### src/rtl/regfile_wb_arbiter_pkg.sv
`default_nettype none
// ============================================================================
//  Module      : regfile_wb_arbiter_pkg
//  Description : Shared defaults for the writeback arbiter: data/register
//                widths, requester count and the fixed requester indices.
//  Revision    : 1.0 - initial release
// ============================================================================
package regfile_wb_arbiter_pkg;

   localparam int NUM_REQ_DEFAULT    = 3;
   localparam int DATA_WIDTH_DEFAULT = 32;
   localparam int REG_WIDTH_DEFAULT  = 5;

   // Requester slot assignment on the shared write port.
   typedef enum int {
      REQ_ALU = 0,
      REQ_LSU = 1,
      REQ_MDU = 2
   } req_id_e;

endpackage
`default_nettype wire

### src/rtl/regfile_wb_arbiter_if.sv
`default_nettype none
// ============================================================================
//  Module      : regfile_wb_arbiter_if
//  Description : Writeback bus between the requesters / issue stage (master)
//                and the arbiter (slave).
//                  req_valid/req_ready/req_reg/req_data : writeback handshake
//                  reserve_en/reserve_reg               : scoreboard reserve
//                  reg_write/wr_reg/wr_data             : register file port
//                  busy_mask                            : scoreboard state
//  Revision    : 1.0 - initial release
// ============================================================================
interface regfile_wb_arbiter_if
   import regfile_wb_arbiter_pkg::*;
#(
   parameter int NUM_REQ    = NUM_REQ_DEFAULT,
   parameter int DATA_WIDTH = DATA_WIDTH_DEFAULT,
   parameter int REG_WIDTH  = REG_WIDTH_DEFAULT
);

   logic [NUM_REQ-1:0]            req_valid;
   logic [NUM_REQ-1:0]            req_ready;
   logic [NUM_REQ*REG_WIDTH-1:0]  req_reg;
   logic [NUM_REQ*DATA_WIDTH-1:0] req_data;
   logic                          reserve_en;
   logic [REG_WIDTH-1:0]          reserve_reg;
   logic                          reg_write;
   logic [REG_WIDTH-1:0]          wr_reg;
   logic [DATA_WIDTH-1:0]         wr_data;
   logic [(1<<REG_WIDTH)-1:0]     busy_mask;

   modport master (
      output req_valid, req_reg, req_data, reserve_en, reserve_reg,
      input  req_ready, reg_write, wr_reg, wr_data, busy_mask
   );

   modport slave (
      input  req_valid, req_reg, req_data, reserve_en, reserve_reg,
      output req_ready, reg_write, wr_reg, wr_data, busy_mask
   );

endinterface
`default_nettype wire

### src/rtl/regfile_wb_arbiter_rr_arbiter.sv
`default_nettype none
// ============================================================================
//  Module      : rr_arbiter
//  Description : Combinational round-robin pick. Searches req starting at
//                ptr, wrapping modulo N; first set bit wins.
//                  req   : request vector
//                  ptr   : search start index (0..N-1), held by the parent
//                  grant : one-hot grant, zero when nothing requests
//                  idx   : encoded index of the granted request
//                  any   : at least one request present
//  Revision    : 1.0 - initial release
// ============================================================================
module rr_arbiter #(
   parameter int N     = 3,
   parameter int IDX_W = (N > 1) ? $clog2(N) : 1
) (
   input  logic [N-1:0]     req,
   input  logic [IDX_W-1:0] ptr,
   output logic [N-1:0]     grant,
   output logic [IDX_W-1:0] idx,
   output logic             any
);

   int               j;
   logic [IDX_W-1:0] j_idx;

   always_comb begin
      grant = '0;
      idx   = '0;
      any   = 1'b0;
      j     = 0;
      j_idx = '0;
      for (int k = 0; k < N; k++) begin
         j = int'(ptr) + k;
         if (j >= N) begin
            j = j - N;
         end
         j_idx = IDX_W'(j);
         if (!any && req[j_idx]) begin
            any          = 1'b1;
            grant[j_idx] = 1'b1;
            idx          = j_idx;
         end
      end
   end

endmodule
`default_nettype wire

### src/rtl/regfile_wb_arbiter.sv
`default_nettype none
// ============================================================================
//  Module      : regfile_wb_arbiter
//  Description : Round-robin arbiter sharing the register file write port
//                between NUM_REQ writeback requesters, with a registered
//                write command and a per-register busy scoreboard.
//                  clk   : clock, all state on rising edge
//                  reset : asynchronous active-high reset
//                  bus   : writeback/scoreboard interface (slave side)
//  Revision    : 1.0 - initial release
// ============================================================================
module regfile_wb_arbiter
   import regfile_wb_arbiter_pkg::*;
#(
   parameter int NUM_REQ    = NUM_REQ_DEFAULT,
   parameter int DATA_WIDTH = DATA_WIDTH_DEFAULT,
   parameter int REG_WIDTH  = REG_WIDTH_DEFAULT
) (
   input  logic               clk,
   input  logic               reset,
   regfile_wb_arbiter_if.slave bus
);

   localparam int IDX_W    = $clog2(NUM_REQ);
   localparam int NUM_REGS = 1 << REG_WIDTH;

   logic [IDX_W-1:0]      rr_ptr_q,    rr_ptr_d;
   logic                  reg_write_q, reg_write_d;
   logic [REG_WIDTH-1:0]  wr_reg_q,    wr_reg_d;
   logic [DATA_WIDTH-1:0] wr_data_q,   wr_data_d;
   logic [NUM_REGS-1:0]   busy_q,      busy_d;

   logic [NUM_REQ-1:0]    grant;
   logic [IDX_W-1:0]      grant_idx;
   logic                  grant_any;
   logic                  xfer;
   logic [REG_WIDTH-1:0]  sel_reg;
   logic [DATA_WIDTH-1:0] sel_data;

   rr_arbiter #(
      .N     (NUM_REQ),
      .IDX_W (IDX_W)
   ) u_rr_arbiter (
      .req   (bus.req_valid),
      .ptr   (rr_ptr_q),
      .grant (grant),
      .idx   (grant_idx),
      .any   (grant_any)
   );

   // Ready is masked during reset so nothing can be handed over while the
   // state is being cleared.
   assign bus.req_ready = reset ? '0 : grant;
   assign xfer          = grant_any & ~reset;
   assign sel_reg       = bus.req_reg [grant_idx*REG_WIDTH  +: REG_WIDTH];
   assign sel_data      = bus.req_data[grant_idx*DATA_WIDTH +: DATA_WIDTH];

   always_comb begin
      rr_ptr_d    = rr_ptr_q;
      reg_write_d = 1'b0;
      wr_reg_d    = wr_reg_q;
      wr_data_d   = wr_data_q;
      busy_d      = busy_q;

      if (xfer) begin
         // Writes to register 0 are consumed but never reach the file.
         reg_write_d = (sel_reg != '0);
         wr_reg_d    = sel_reg;
         wr_data_d   = sel_data;
         rr_ptr_d    = (grant_idx == IDX_W'(NUM_REQ-1)) ? '0 : grant_idx + 1'b1;
      end

      // Clear before set: a fresh reservation of the register being
      // written back means another producer is now outstanding.
      if (reg_write_q) begin
         busy_d[wr_reg_q] = 1'b0;
      end
      if (bus.reserve_en && (bus.reserve_reg != '0)) begin
         busy_d[bus.reserve_reg] = 1'b1;
      end
      busy_d[0] = 1'b0;
   end

   always_ff @(posedge clk or posedge reset) begin
      if (reset) begin
         rr_ptr_q    <= IDX_W'(REQ_ALU);
         reg_write_q <= 1'b0;
         wr_reg_q    <= '0;
         wr_data_q   <= '0;
         busy_q      <= '0;
      end else begin
         rr_ptr_q    <= rr_ptr_d;
         reg_write_q <= reg_write_d;
         wr_reg_q    <= wr_reg_d;
         wr_data_q   <= wr_data_d;
         busy_q      <= busy_d;
      end
   end

   assign bus.reg_write = reg_write_q;
   assign bus.wr_reg    = wr_reg_q;
   assign bus.wr_data   = wr_data_q;
   assign bus.busy_mask = busy_q;

endmodule
`default_nettype wire

### src/flat_wrapper.sv
// flat-port wrapper written by rule: the top's interface ports become plain ports
module regfile_wb_arbiter_flat import regfile_wb_arbiter_pkg::*;
#(
   parameter int NUM_REQ    = NUM_REQ_DEFAULT,
   parameter int DATA_WIDTH = DATA_WIDTH_DEFAULT,
   parameter int REG_WIDTH  = REG_WIDTH_DEFAULT
)
  (clk, reset, bus_req_valid, bus_req_reg, bus_req_data, bus_reserve_en, bus_reserve_reg, bus_req_ready, bus_reg_write, bus_wr_reg, bus_wr_data, bus_busy_mask);
  regfile_wb_arbiter_if #(.NUM_REQ(NUM_REQ), .DATA_WIDTH(DATA_WIDTH), .REG_WIDTH(REG_WIDTH)) bus_i ();
  input  logic clk;
  input  logic reset;
  input wire logic [$bits(bus_i.req_valid)-1:0] bus_req_valid;
  input wire logic [$bits(bus_i.req_reg)-1:0] bus_req_reg;
  input wire logic [$bits(bus_i.req_data)-1:0] bus_req_data;
  input wire logic [$bits(bus_i.reserve_en)-1:0] bus_reserve_en;
  input wire logic [$bits(bus_i.reserve_reg)-1:0] bus_reserve_reg;
  output wire logic [$bits(bus_i.req_ready)-1:0] bus_req_ready;
  output wire logic [$bits(bus_i.reg_write)-1:0] bus_reg_write;
  output wire logic [$bits(bus_i.wr_reg)-1:0] bus_wr_reg;
  output wire logic [$bits(bus_i.wr_data)-1:0] bus_wr_data;
  output wire logic [$bits(bus_i.busy_mask)-1:0] bus_busy_mask;
  assign bus_i.req_valid = bus_req_valid;
  assign bus_i.req_reg = bus_req_reg;
  assign bus_i.req_data = bus_req_data;
  assign bus_i.reserve_en = bus_reserve_en;
  assign bus_i.reserve_reg = bus_reserve_reg;
  assign bus_req_ready = bus_i.req_ready;
  assign bus_reg_write = bus_i.reg_write;
  assign bus_wr_reg = bus_i.wr_reg;
  assign bus_wr_data = bus_i.wr_data;
  assign bus_busy_mask = bus_i.busy_mask;
  regfile_wb_arbiter #(.NUM_REQ(NUM_REQ), .DATA_WIDTH(DATA_WIDTH), .REG_WIDTH(REG_WIDTH)) u_core (.clk(clk), .reset(reset), .bus(bus_i));
endmodule
### config.mk
export PLATFORM = sky130hd
export DESIGN_NAME = regfile_wb_arbiter_flat
export DESIGN_NICKNAME = d
export VERILOG_FILES = /design/src/rtl/regfile_wb_arbiter_pkg.sv /design/src/rtl/regfile_wb_arbiter_if.sv /design/src/rtl/regfile_wb_arbiter_rr_arbiter.sv /design/src/rtl/regfile_wb_arbiter.sv /design/src/flat_wrapper.sv
export SDC_FILE = /design/constraint.sdc
export NUM_CORES = 1
export LEC_CHECK = 0
export CORE_MARGIN = 4
export CORE_UTILIZATION = 37
export DETAILED_ROUTE_END_ITERATION = 8
export PLACE_DENSITY = 0.9
export SYNTH_ARGS = -nofsm -noshare
export SYNTH_HDL_FRONTEND = slang
export SYNTH_HIERARCHICAL = 1
export SYNTH_SLANG_ARGS = --single-unit
### constraint.sdc
create_clock -name clk -period 2.7 [get_ports clk]
set_clock_uncertainty 0.05 [all_clocks]
set_input_delay 0.405 -clock clk [delete_from_list [all_inputs] [get_ports clk]]
set_output_delay 0.405 -clock clk [all_outputs]
set_load 0.01 [all_outputs]
# Word-level counts from Yosys, hierarchy flattened
# Index checks and enable logic that the tools add are counted.
# totals
regBits	71
inputBits	122
# classes
addsub	6
n_mul	1
magnitude_cmp	13
n_eq_ne	1
shifts	2
n_mux	33
n_bitwise	7
n_reduce_logical	12
# op_table
op	count
$shiftx 96x8->32	1
$mux 32	2
$and 32x32->32	1
$not 32->32	1
$or 32x32->32	1
$shiftx 15x6->5	1
$mux 2	7
$lt 5x6->1 const B	2
$mux 1	12
$mux 3	4
$demux 1 s5	2
$ge 5x1->1 const B	2
$reduce_bool 5->1	2
$lt 2x3->1 const B	3
$logic_and 1x1->1	8
$bmux 1 s2	3
$demux 1 s2	3
$ge 2x1->1 const B	3
$ge 3x2->1 const B	2
$or 3x3->3	2
$sub 2x2->2 const B	3
$mul 2x3->5 const B	1
$add 2x1->3 const B	1
$add 2x2->3 const B	1
other kinds (6)	7

# Longest topological paths before layout
# Gate-level depths: netlist of run 1.
# depth
word_depth	15
mapped_depth	13
mapped_depth_nobuf	10

# Cells and area by module
# The synthesis of run 1 kept the hierarchy.
# by_module_without_submodules
mod	instances	cells_per_inst	area_per_inst_um2	seq_area_each_um2
regfile_wb_arbiter	1	385	3567.2	1776.7
rr_arbiter	1	41	281.5	0.0

# Least setup slack after synthesis of run 1
# OpenSTA, ideal clock, no wires.
# synth_timing
path_kind	reg-to-reg
from	reg u_core.rr_ptr_q[1]
to	reg u_core.reg_write_q, in the netlist u_core/bus.reg_write
arrival_time_ns	2.316
setup_slack_ns	0.201
stages_incl_launch_ff	13
period_less_slack_ns	2.499
cell_sequence	dfrtp_1 inv_1 ha_1 buf_6 mux2i_1 o21ai_1 a21oi_1 o21ai_0 buf_6 mux2i_1 nor2_1 a2111oi_2 a31oi_1
# synth_between
elab_chain_len	15
elab_cells_between_ends	32
cone_classes	5 x add/sub; 1 x mul; 3 x order compare; 1 x shift; 16 x mux; 1 x bitwise; 5 x reduce/logical
# synth_rtl
item	line	text
start, declared	regfile_wb_arbiter.sv:27	logic [IDX_W-1:0] rr_ptr_q, rr_ptr_d;
start signal, assigned	regfile_wb_arbiter.sv:86	rr_ptr_q <= IDX_W'(REQ_ALU);
start signal, assigned	regfile_wb_arbiter.sv:92	rr_ptr_q <= rr_ptr_d;
parallel branches: the longest is 10 deep, another holds $add 2x1->3	--	
$mux 2 *	regfile_wb_arbiter_rr_arbiter.sv:39	if (!any && req[j_idx]) begin
via u_core.grant_idx[1]	regfile_wb_arbiter.sv:34	logic [IDX_W-1:0] grant_idx;
$mul 2x3->5 *	regfile_wb_arbiter.sv:55	assign sel_reg = bus.req_reg [grant_idx*REG_WIDTH +: REG_WIDTH];
$shiftx 15x6->5 *	regfile_wb_arbiter.sv:55	
$reduce_bool 5->1 *	regfile_wb_arbiter.sv:67	reg_write_d = (sel_reg != '0);
$mux 1 *	regfile_wb_arbiter.sv:65	if (xfer) begin
via u_core.reg_write_d	regfile_wb_arbiter.sv:28	logic reg_write_q, reg_write_d;
end signal, assigned	regfile_wb_arbiter.sv:93	reg_write_q <= reg_write_d;
end, declared	regfile_wb_arbiter.sv:28	
# Mark *: on every way through the listed nets, which the timed path passes. The select of a mux whose other input is x is not followed.
# A chain may end at the register's enable or synchronous reset.

# Worst setup path after layout of run 1
# Ends and elaborated chain as after synthesis.

==> impl_results.md, run 1 <==
* Number of global-route vias before repair at about 4k
* RSZ-0062 raised after global routing: no
* Worst-Margin Slew at around 0.9 ns
* Boundary Pins at 195
* Status: complete, no violations
* Initial drt markers at 201
* GR Util All Layers at 20.36%
* Worst path arrival time at 2.73 ns
* Drt pass-1 iters at 4
* Yosys top cell by area: dfrtp_1
* Largest net degree at the start of global routing at 72
* Setup violators final at 0
* Worst rel slew slack at 41.18%
* Storage element area at around 1800 µm²
* Startpoint types: flop
* Root Driver: clkbuf_8
* Number of routed nets with antenna violations at 0
* Max Root-Sink Buffers at 2
* Chip width at approximately 110 µm
* Min cycle time layout at 2.571 ns
* Reg2reg end: u_core/bus.reg_write
* Crit. path cell count at 11
* Maximum VDD drop at 0.5914 mV
* Starting density of the core at roughly two fifths
* Area of the multi-input gates at 1956 µm²
* First-pass GRT wire length at 19.26 mm
* Final Max Tran Viols at 0
* Element type at the critical path end: flop
* Sequential share of power at between 20% and 30%
* Worst-Skew Late Latency at 0.33 ns
* Nets at 747
* CTS tree: done
* Synth-to-layout area growth at 63.04%
* Worst path cell trace: inv_1, ha_4, mux2i_4, o21ai_4, buf_4, o21ai_4, buf_4, mux2i_1, nor2_1, a2111oi_2, a31oi_1
* Ys async rst share at 100.0%
* Distinct cell type count after synthesis at 38
* Mapped Area at 3849 µm²
* Fmax at 388.9 MHz
* Number of diodes at 0
* Crit path from: u_core/rr_ptr_q[1]
* DR WL/cell at 16.50 µm
* Internal power at 4.414 mW
* Max reg flops at 32
* Crit-path max FO at 8
* Synthesized Nets at 552
* Yosys top cell area share at between 40% and 50%
* Largest cells by area after synthesis: dfrtp_1, mux2i_1, o21ai_1
* Port bufs at 193
* Sequential share of the synthesized area at 46.16%
* Reg-to-Reg Start: u_core/rr_ptr_q[1]
* Synth Register Bits at 71
* R2R setup slack at between 0.1 and 0.15 ns
* Most frequent cell after synthesis: o21ai_1
* Worst Reg-to-Reg Cells at 11
* Cts hold-fix bufs at 0
* Drt drc at 0
* Post-synth EDFFs at 0
* GRT Residual Overflow at 0
* Dpl cell area at 5983 µm²
* Final non-filler cell area at 6275 µm²
* Min-delay src: u_core/bus.wr_data[21]
* Fin crit share at 95.23%
* Clock group share of total power at 13.8%
* Setup CP Type: flop to flop
* Final wirelength at 12.52 mm
* Fill count at 805
* Slowest-stage cell, CP: dfrtp_1
* Post-synth top flop: dfrtp_1
* Top cells by count, synth: o21ai_1, dfrtp_1, nand2_1
* Yosys warning count at 6
* # rows at 36
* Final Hold Viols at 0
* Core box area at 9955 µm²
* CP Capture Point: u_core/bus.reg_write
* Crit path buf inv count at 3
* Max-cap viol count at 0
* Leakage at 2.432 nW
* Initial antenna violation count at 1
* Vias at 3949
* CP max stage delay at around 0.38 ns
* # H-tree levels at 3
* Combinational power share at 60.1%
* Vias per inst at 5.203
* Total power at 7.351 mW
* Cells after Synth at ~430
* Switching part of the total at between 30% and 40%
* Synthesized area per cell at 9.034 µm²
* Clk slew on worst S/H paths at 0.08 ns
* Sink Count at just over 70
* Share of layout cells above drive strength 1 at 8.626%
* Total CTS buffers at 9
* Die area at 12100 µm²
* Pwr Density at 1171 nW/µm²
* Switching power at between 2 and 3 mW
* Cell family with the largest share of critical-path delay: compound AO/OA/AOI/OAI gates
* Hold Path Class: flop to flop
* Die Ht at between 100 and 150 µm
* WP data required at 2.86 ns
* HPWL Detailed at 10.05 mm
* Final Wtd Congestion at 0.9434
-- power groups by stage --
stage	registers [mW]	logic, mW	clock network [mW]
2_1_floorplan	2.06	2.29	0
3_3_place_gp	1.91	4.20	0
3_5_place_dp	1.93	4.34	0
4_1_cts	1.92	4.42	1.05
5_1_grt	1.98	4.80	1.10
6_report	1.92	4.42	1.01
-- worst register-to-register path: cells and delay by family, from the launching register on --
family	cells	cell delay [ns]
AND/OR/NAND/NOR	1	0.09
AO/OA/AOI/OAI	4	0.70
multiplexers	2	0.53
buffers and inverters	3	0.51
adder cells (fa/ha/maj)	1	0.22
flip-flops	1	0.38
-- per-stage QoR --
stage                     utilization, %  setup WS [ns]  cells  hold WS, ns  setup TNS [ns]
after CTS                          63.03        0.07356    759       0.4427               0
after global placement             60.11       -0.05484    743       0.4174        -0.06874
after floorplan                        -         0.2009    426       0.4534               0
after global routing               63.03        0.02169    759       0.4643               0
after detailed placement           60.11        -0.1322    743       0.4245         -0.3749
final                              63.03         0.1288    759       0.4380               0
-- how the worst min path moves through the flow --
stage / to / cells after the start / slack [ns]
CTS: u_core/bus.wr_data[21] / 2 / 0.44
detailed placement: u_core/bus.wr_data[21] / 2 / 0.42
floorplan: u_core/rr_ptr_q[0] / 2 / 0.45
global placement: u_core/bus.wr_data[21] / 2 / 0.42
global route: u_core/bus.wr_data[14] / 2 / 0.46
finish: u_core/bus.wr_data[21] / 2 / 0.44
-- cell usage in the layout (no fill, tap or decap), types with 2 or more instances in the layout --
master | Yosys | routed
a21oi_1 | 41 | 40
buf_12 | 0 | 5
buf_4 | 2 | 12
bufinv_16 | 0 | 3
clkbuf_8 | 0 | 9
clkdlybuf4s50_1 | 0 | 190
clkinvlp_4 | 0 | 3
dfrtp_1 | 71 | 70
dlygate4sd2_1 | 0 | 2
ha_4 | 0 | 3
inv_1 | 3 | 2
inv_2 | 1 | 2
mux2_2 | 2 | 2
mux2i_1 | 39 | 39
nand2_1 | 48 | 47
nand2b_1 | 5 | 5
nand3_1 | 7 | 7
nand3b_1 | 8 | 8
nor2_1 | 41 | 41
nor2b_1 | 7 | 6
o21ai_0 | 30 | 27
o21ai_1 | 72 | 72
o21ai_2 | 1 | 2
o21ai_4 | 0 | 2
o31ai_1 | 2 | 2
or3_1 | 2 | 2
or3b_1 | 3 | 3
-- routing by layer --
metal	vias up	GRT usage (%)	wire, µm
met1	1811	23.34	4577
met3	26	6.523	1284
met5	-	0	20
li1	1889	-	-
met2	221	35.27	6378
met4	2	7.747	260
-- final cells by class --
cell class | count | share of cell area, %
Clock inverter | 7 | 1.934
Multi-Input combinational cell | 325 | 31.17
Inverter | 4 | 0.2393
Sequential cell | 71 | 28.34
Timing Repair Buffer | 210 | 33.70
Clock buffer | 9 | 1.974
Tap cell | 133 | 2.652
-- logic make-up after synthesis --
family,count (synthesis),synth area share [%]
adder cells (fa/ha/maj),4,1.300
AO/OA/AOI/OAI,152,20.81
flip-flops,71,46.16
multiplexers,43,11.61
AND/OR/NAND/NOR,125,14.79
other,1,0.09744
buffers and inverters,30,5.234
-- repair_timing --
| action | in CTS | in global routing |
|---|---|---|
| endpoints found under the setup margin | 6 | 1 |
| pin swaps | 0 | 1 |
| resized for setup | 14 | 4 |
| setup buffers | 0 | 0 |
No activity file was read; power rests on OpenSTA's default activity.
==> run 2: changes to the inputs <==
CORE_MARGIN = not set   (was 4)
PLACE_DENSITY = 0.78   (was 0.9)
==> run 2 against run 1 <==
Effect of this change: hold slack better by 0.0018 ns; count of clock-buffer cells in the layout unchanged; total power down 4.2%; die area is 11% lower; design area shrank 1.2%.
==> impl_results.md, run 2 (synthesis gave the netlist of run 1 again) <==
* Chip width at 104.0 µm (-5.5%)
* # H-tree levels at 3 (unchanged)
* Clk slew on worst S/H paths at 0.08 ns (about the same)
* Share of layout cells above drive strength 1 at 8.772% (+0.15 points)
* Status: complete, no violations
* CTS tree: done
* Starting density of the core at 38.84% (+0.18 points)
* Final Hold Viols at 0 (unchanged)
* Boundary Pins at 195 (unchanged)
* Crit-path max FO at 7 (-1)
* Root Driver: clkbuf_8
* Final Wtd Congestion at 0.8477 (-10%)
* Fill count at 859 (+6.7%)
* Slowest-stage cell, CP: dfrtp_1
* Final Max Tran Viols at 0 (unchanged)
* GRT Residual Overflow at 0 (unchanged)
* Setup CP Type: flop to primary output
* Vias per inst at 5.139 (-1.2%)
* Min cycle time layout at 2.592 ns (+0.02061 ns)
* Largest net degree at the start of global routing at 72 (unchanged)
* HPWL Detailed at 9.294 mm (-7.5%)
* Number of routed nets with antenna violations at 0 (unchanged)
* Core box area at 9910 µm² (-0.45%)
* Fin crit share at 95.99% (+0.76 points)
* Drt drc at 0 (unchanged)
* Commonest non-fill, non-tap cell in the layout: clkdlybuf4s50_1
* Number of global-route vias before repair at 3824 (-4.8%)
* Worst path arrival time at 2.14 ns (-0.59 ns)
* Setup violators final at 0 (unchanged)
* Worst-Skew Late Latency at 0.34 ns (about the same)
* Fmax at 385.8 MHz (-0.80%)
* Vias at 3906 (-1.1%)
* Pwr Density at 1135 nW/µm² (-3.1%)
* Worst rel slew slack at 40.66% (-0.52 points)
* Total CTS buffers at 9 (unchanged)
* Max reg flops at 32 (unchanged)
* Worst-Margin Slew at 0.8902 ns (+0.007841 ns)
* Metal1 wirelength at 4.555 mm (-0.48%)
* # rows at 36 (unchanged)
* CP max stage delay at 0.40 ns (+0.02 ns)
* Area of the multi-input gates at 1948 µm² (-0.38%)
* GR Util All Layers at 21.77% (+1.4 points)
* Worst path cell trace: buf_4, ha_4, nand3b_1, o21ai_1, o2111ai_1, a22oi_1, nor2b_1, dlygate4sd2_1
* Leakage at 2.411 nW (-0.87%)
* Maximum VDD drop at 0.4361 mV (-26%)
* Synth-to-layout area growth at 61.12%
* Storage element area at 1778 µm² (unchanged)
* Setup tns final at 0 ns (unchanged)
* Sink Count at 71 (unchanged)
* Element type at the critical path end: primary output
* Top layer in use: met4
* DR WL/cell at 15.48 µm (-6.2%)
* Max-cap viol count at 0 (unchanged)
* RSZ-0062 raised after global routing: no
* First-pass GRT wire length at 18.68 mm (-3.0%)
* Hold_ws at 0.4398 ns (+0.001804 ns)
* Nets at 748 (+0.13%)
* Number of diodes at 0 (unchanged)
* WP data required at 2.25 ns (-0.61 ns)
* Initial drt markers at 167 (-17%)
* Die area at 10810 µm² (-11%)
* Routed length on met2 at 5.952 mm (-6.7%)
* Port bufs at 193 (unchanged)
* Max Root-Sink Buffers at 2 (unchanged)
* Startpoint types: flop
* Drt pass-1 iters at 5 (+1)
* Die Ht at 104.0 µm (-5.5%)
* Initial antenna violation count at 0 (-1)
* DR WL met3 at 939 µm (-27%)
* Hold Path Class: flop to flop
* Final wirelength at 11.77 mm (-6.0%)
* Commonest non-fill, non-tap cells in the layout: clkdlybuf4s50_1, o21ai_1, dfrtp_1, nand2_1, nor2_1
-- run 2: cell count changes in the layout (fill, tap and decap cells not counted), moves of 2 or more --
cell       before  now
bufinv_16       3    1
buf_4          12   15
buf_12          5    3
clkinv_2        0    2
-- run 2: per-stage QoR --
stage	cells	utilization [%]	worst slack, ns	power [mW]	instance area [µm²]
floorplan	426	-	0.2009	4.356	3849
global placement	741	59.97	-0.01080	6.022	5943
detailed placement	741	59.97	-0.1215	6.141	5943
CTS	760	62.58	0.09354	7.072	6201
global route	760	62.58	0.001427	7.530	6201
finish	760	62.58	0.1082	7.040	6201
-- run 2: area by class of cell --
class                   count  share of cell area [%]
flip-flops and latches     71                   28.67
clock inverters             7                   1.170
clock buffers               9                   1.998
inverters                   4                  0.2421
repair buffers            211                   33.82
well taps                 133                   2.684
multi-input cells         325                   31.42
-- run 2: timing repair --
| item | in CTS | in global routing |
|---|---|---|
| hold buffers | 0 | 0 |
| buffers inserted | 3 | 0 |
| resized for setup | 12 | 4 |
| setup endpoints to repair | 4 | 3 |
| gates cloned | 0 | 0 |
-- run 2: worst paths after layout --
| kind | slack, ns | from | end | depth (start not counted) |
|---|---|---|---|---|
| max in group asynchronous | 1.27 | reset | u_core/rr_ptr_q[0] | 3 |
| max reg2reg | 0.15 | u_core/rr_ptr_q[0] | u_core/bus.reg_write | 11 |
| min in group asynchronous | 0.71 | reset | u_core/bus.busy_mask[28] | 3 |
| min reg2reg | 0.44 | u_core/bus.wr_data[16] | u_core/bus.wr_data[16] | 2 |
| max | 0.11 | u_core/rr_ptr_q[1] | bus_req_ready[0] | 8 |
| min | 0.44 | u_core/bus.wr_data[16] | u_core/bus.wr_data[16] | 2 |
-- run 2: where the power goes --
group          total, mW  internal (mW)  switching (mW)  leakage [nW]
sequential          1.94           1.57           0.373         0.819
clock              0.835          0.428           0.407        0.0956
combinational       4.27           2.17            2.10          1.50
total               7.04           4.16            2.88          2.41
-- run 2: critical path, delay by kind of cell (launching register included) --
| kind | cells | cell delay [ns] |
|---|---|---|
| flops | 1 | 0.40 |
| fa+ha+maj | 1 | 0.30 |
| compound gates | 3 | 0.42 |
| buf+inv | 2 | 0.42 |
| simple gates | 2 | 0.26 |
-- run 2: routing by layer --
| layer | up-vias | GRT usage (%) |
|---|---|---|
| met1 | 1790 | 24.63 |
| met5 | - | 0 |
| met2 | 206 | 38.76 |
| met4 | 0 | 9.082 |
| li1 | 1886 | - |
| met3 | 24 | 5.576 |
